File: src/rtl/silence_detector_mc.sv
// Multi-channel silence/sleep detector: frame-level sleep FSM with wake hysteresis plus per-channel silence flags.
// Optional SILENCE_MUTE_EN adds a 1-cycle delayed frame output that is zeroed while asleep.
module silence_detector_mc #(
  parameter int NCH       = 2,
  parameter int DW        = 16,
  parameter int THRESH    = 0,
  parameter int SLEEP_CNT = 800,
  parameter int WAKE_CNT  = 1,
  localparam int CW       = $clog2(SLEEP_CNT + 1)
) (
  input  logic              Clk,
  input  logic              Reset,
  input  logic              in_valid,
  input  logic [NCH*DW-1:0] in_data,
  output logic              sleep_status,
  output logic [NCH-1:0]    sleep_ch,
  output logic [CW-1:0]     silent_cnt
`ifdef SILENCE_MUTE_EN
  ,
  output logic              out_valid,
  output logic [NCH*DW-1:0] out_data
`endif
);

  localparam int WW = $clog2(WAKE_CNT + 1);

  typedef enum logic [1:0] {ACTIVE, COUNTING, SLEEP, WAKING} state_t;

  state_t          state_reg, state_next;
  logic [CW-1:0]   cnt_reg, cnt_next;
  logic [WW-1:0]   wake_reg, wake_next;
  logic            sleep_reg, sleep_next;
  logic [NCH-1:0]  ch_silent;
  logic            frame_silent;

  genvar gi;
  generate
    for (gi = 0; gi < NCH; gi++) begin : g_ch
      logic [DW-1:0] sample;
      logic [DW-1:0] mag;
      logic [CW-1:0] ch_cnt_reg;
      logic          flag_reg;

      // Magnitude in DW unsigned bits: the most-negative code maps to 2^(DW-1), never silent.
      assign sample        = in_data[gi*DW +: DW];
      assign mag           = sample[DW-1] ? (~sample + DW'(1)) : sample;
      assign ch_silent[gi] = (mag <= DW'(THRESH));
      assign sleep_ch[gi]  = flag_reg;

      always_ff @(posedge Clk) begin
        if (Reset) begin
          ch_cnt_reg <= '0;
          flag_reg   <= 1'b0;
        end else if (in_valid) begin
          if (ch_silent[gi]) begin
            if (ch_cnt_reg != CW'(SLEEP_CNT))
              ch_cnt_reg <= ch_cnt_reg + CW'(1);
            flag_reg <= (ch_cnt_reg >= CW'(SLEEP_CNT - 1));
          end else begin
            ch_cnt_reg <= '0;
            flag_reg   <= 1'b0;
          end
        end
      end
    end
  endgenerate

  assign frame_silent = &ch_silent;

  always_comb begin
    state_next = state_reg;
    cnt_next   = cnt_reg;
    wake_next  = wake_reg;
    if (in_valid) begin
      case (state_reg)
        ACTIVE: begin
          if (frame_silent) begin
            cnt_next   = CW'(1);
            state_next = (SLEEP_CNT == 1) ? SLEEP : COUNTING;
          end else begin
            cnt_next = '0;
          end
        end
        COUNTING: begin
          if (frame_silent) begin
            cnt_next = cnt_reg + CW'(1);
            if (cnt_next == CW'(SLEEP_CNT))
              state_next = SLEEP;
          end else begin
            state_next = ACTIVE;
            cnt_next   = '0;
          end
        end
        SLEEP: begin
          if (frame_silent) begin
            cnt_next = CW'(SLEEP_CNT);
          end else if (WAKE_CNT == 1) begin
            state_next = ACTIVE;
            cnt_next   = '0;
          end else begin
            state_next = WAKING;
            wake_next  = WW'(1);
          end
        end
        WAKING: begin
          if (frame_silent) begin
            state_next = SLEEP;
            wake_next  = '0;
          end else begin
            wake_next = wake_reg + WW'(1);
            if (wake_next == WW'(WAKE_CNT)) begin
              state_next = ACTIVE;
              cnt_next   = '0;
              wake_next  = '0;
            end
          end
        end
        default: begin
          state_next = ACTIVE;
          cnt_next   = '0;
          wake_next  = '0;
        end
      endcase
    end
  end

  // Still asleep while waking: power-down only lifts once the wake run completes.
  assign sleep_next = (state_next == SLEEP) || (state_next == WAKING);

  always_ff @(posedge Clk) begin
    if (Reset) begin
      state_reg <= ACTIVE;
      cnt_reg   <= '0;
      wake_reg  <= '0;
      sleep_reg <= 1'b0;
    end else begin
      state_reg <= state_next;
      cnt_reg   <= cnt_next;
      wake_reg  <= wake_next;
      sleep_reg <= sleep_next;
    end
  end

  assign sleep_status = sleep_reg;
  assign silent_cnt   = cnt_reg;

`ifdef SILENCE_MUTE_EN
  logic              out_valid_reg;
  logic [NCH*DW-1:0] out_data_reg;

  always_ff @(posedge Clk) begin
    if (Reset) begin
      out_valid_reg <= 1'b0;
      out_data_reg  <= '0;
    end else begin
      out_valid_reg <= in_valid;
      if (in_valid)
        out_data_reg <= sleep_next ? '0 : in_data;
    end
  end

  assign out_valid = out_valid_reg;
  assign out_data  = out_data_reg;
`endif

endmodule

File: config.mk
export PLATFORM = sky130hd
export DESIGN_NAME = silence_detector_mc
export DESIGN_NICKNAME = d
export VERILOG_FILES = /design/src/rtl/silence_detector_mc.sv
export SDC_FILE = /design/constraint.sdc
export NUM_CORES = 1
export LEC_CHECK = 0
export CAP_MARGIN = 20
export CORE_ASPECT_RATIO = 0.9
export CORE_MARGIN = 3
export CORE_UTILIZATION = 45
export CTS_CLUSTER_DIAMETER = 30
export DETAILED_ROUTE_END_ITERATION = 10
export PLACE_DENSITY = 0.81
export SLEW_MARGIN = 20
export SYNTH_ARGS = -nofsm -noshare
export SYNTH_HDL_FRONTEND = slang
export SYNTH_SLANG_ARGS = --single-unit
File: constraint.sdc
create_clock -name Clk -period 3.03 [get_ports Clk]
set_input_delay 0.4545 -clock Clk [delete_from_list [all_inputs] [get_ports Clk]]
set_output_delay 0.4545 -clock Clk [all_outputs]
set_load 0.03 [all_outputs]
==> results_dict.tcl <==
set metrics [dict create \
    core_region_area_sq_um 5820 \
    fin_cells 547 \
    grt_first_pass_wirelength_um 13100 \
    internal_power_uw 784 \
    async_reset_ff_frac 0 \
    nFillCells 484 \
    syn_area_sq_um 2780 \
    fin_crit_sh 0.981 \
    status "finished clean" \
    areaGrowthSynthToFinish_pct 40.3 \
    portBuffers 47 \
    ant_nets 0 \
    num_vias 3316 \
    synth_top_area_frac 0.252 \
    clock_skew_ns 0.00755 \
    ys_types 62 \
    fp-row-count 26 \
    critPathCaptureType "flop" \
    crit_path_start_kind "input pin" \
    ys_seq_area_frac 0.252 \
    power.total_mw 1.06 \
    cts.sinks 35 \
    place_inst 534 \
    cp_max_fo 8 \
    p_sw_frac 0.259 \
    gr-usage-all-layers 0.224 \
    fp.dieW_um 88.9 \
    critical_path_class "in -> reg" \
    hold_class "reg -> reg" \
    yosys.area.top_type "dfxtp_1" \
    clock-root-buffer "clkbuf_8" \
    clkPwrFrac 0.349 \
    max_slew_margin 0.447 \
    synth_edf_count 0 \
    post-synth-top-count-cell "nor2_1" \
    min_period_ns 2.97 \
    tightest_slew_ns 0.819 \
    setup_viol 0 \
    hpwl_um 5910 \
    final_max_slew_viol_count 0 \
    hold_viol_final 0 \
    cts_inserted_buffers 5 \
    routed_wl_um 8150 \
    grt_pass1_vias 3079 \
    seqPwrFrac 0.439 \
    regArea_sq_um 701 \
    cp.arrival_ns 3.17 \
    start_util 0.477 \
    diodes 0 \
    layout-drive-gt1-share 0.189 \
    drc 0 \
    antenna_found_initial 0 \
    die_height_um 80.6 \
    grt_overflow 0 \
    nets 518 \
    cts_buffer_depth 2 \
    first_pass_iters 5 \
    ioPinCount 48 \
    netlist_instances 379 \
    multi_input_area_sq_um 2010 \
    synth_area_per_cell_sq_um 7.34 \
    drtIter0Drc 168 \
    place.gp.congestion 0.905 \
    synth_ff_type "dfxtp_1" \
    htreeDepth 2 \
    worstRegToRegCells 7 \
    p_sw_uw 274 \
    viasPerCell 6.06 \
    synth_fp_nets 421 \
    floorplan.die_area_sq_um 7160 \
    yosysWarnings 0 \
    power_density_nw_per_um2 271 \
    clock_latency_ns 0.29 \
    holdPathStages 2 \
    drv_cap 0 \
    p_comb_frac 0.212 \
    detail_route.wl_per_cell_um 14.9 \
    final_util 0.670 \
    synthTopCellsByCount "nor2_1, dfxtp_1, nand2_1" \
    ys_seq_elements 35 \
    max_freq_ghz 0.337 \
    ir_worst_vdd_mv 0.172 \
    cts_tree "done" \
    grt_max_degree 15 \
    p_leak_nw 1.40 \
    clk_pin_slew_worst_paths_ns 0.06 \
    largest_reg_flops 20 \
    worstPathRequired_ns 3.23 \
    synth_area_leaders "dfxtp_1, nor2_1, nor3_1" \
]
==> worst max-delay path: stages <==
cell             delay (ns)
clkdlybuf4s50_1        0.42
or4_4                  0.55
or4b_4                 0.57
nor4b_2                0.31
nor3_2                 0.11
nor3_4                 0.30
buf_4                  0.18
nand4_1                0.10
a31oi_1                0.19
==> power groups by stage <==
| stage | Sequential, mW | Combinational [mW] | Clock, mW |
|---|---|---|---|
| finish | 0.464 | 0.224 | 0.370 |
| floorplan | 0.475 | 0.0836 | 0 |
| global route | 0.465 | 0.244 | 0.400 |
| detailed placement | 0.475 | 0.209 | 0 |
| CTS | 0.464 | 0.210 | 0.378 |
| global placement | 0.475 | 0.204 | 0 |
==> through the flow <==
step	hold slack (ns)	setup slack [ns]	area, sq um	TNS (ns)
floorplan	0.437	0.337	2780	0
global placement	0.452	-0.211	3680	-4.47
detailed placement	0.468	-0.291	3680	-6.35
CTS	0.476	0.00850	3780	0
global route	0.481	-0.100	3900	-0.739
finish	0.469	0.0584	3900	0
==> repair_timing <==
action	4_1_cts	5_1_grt
setup endpoints to repair	0	32
resized for setup	0	17
buffers inserted	0	5
hold buffers	0	0
==> cells in the final DEF, fill, tap and decap left out, drive strengths merged, types with 13 or more instances in the layout <==
cell type       n
o21ai          17
nand2          30
buf            57
a21oi          20
clkdlybuf4s50  47
dfxtp          35
nand4          13
nor3           27
nor4           13
nor2           40
inv            25
==> per-layer routing <==
| layer | global-route usage | vias to the layer above | wire length [um] |
|---|---|---|---|
| met5 | 0 | - | 0 |
| met4 | 0.0680 | 0 | 55 |
| met3 | 0.0441 | 11 | 479 |
| met2 | 0.379 | 132 | 4090 |
| met1 | 0.282 | 1549 | 3520 |
| li1 | - | 1624 | - |
==> area by class of cell <==
| class | instances | share of cell area |
|---|---|---|
| repair buffers | 104 | 0.233 |
| well taps | 70 | 0.0225 |
| clock buffers | 8 | 0.0257 |
| flip-flops and latches | 35 | 0.180 |
| inverters | 25 | 0.0241 |
| multi-input cells | 305 | 0.515 |
==> logic make-up (layout without fill, tap and decap cells) <==
kind of cell | count (synthesis) | count (layout) | synth area share
AOI/OAI and AO/OA | 92 | 92 | 0.227
xor gates and xnor gates | 17 | 17 | 0.0536
adders and majority gates | 7 | 7 | 0.0315
buffers and inverters | 39 | 137 | 0.0558
DFF | 35 | 35 | 0.252
muxes | 1 | 1 | 0.00360
and+or+nand+nor | 188 | 188 | 0.377
==> worst paths after layout <==
kind / from / endpoint / slack (ns)
setup / recovery: in_data[1] / silent_cnt[8]$_SDFFE_PP0P_ / 0.06
hold reg to reg: g_ch[0].flag_reg$_SDFFE_PP0P_ / g_ch[0].flag_reg$_SDFFE_PP0P_ / 0.47
hold / removal: g_ch[0].flag_reg$_SDFFE_PP0P_ / g_ch[0].flag_reg$_SDFFE_PP0P_ / 0.47
setup reg to reg: g_ch[1].ch_cnt_reg[2]$_SDFFE_PP0P_ / g_ch[1].ch_cnt_reg[2]$_SDFFE_PP0P_ / 0.69
Note: power is estimated with default switching activity, not from simulation.
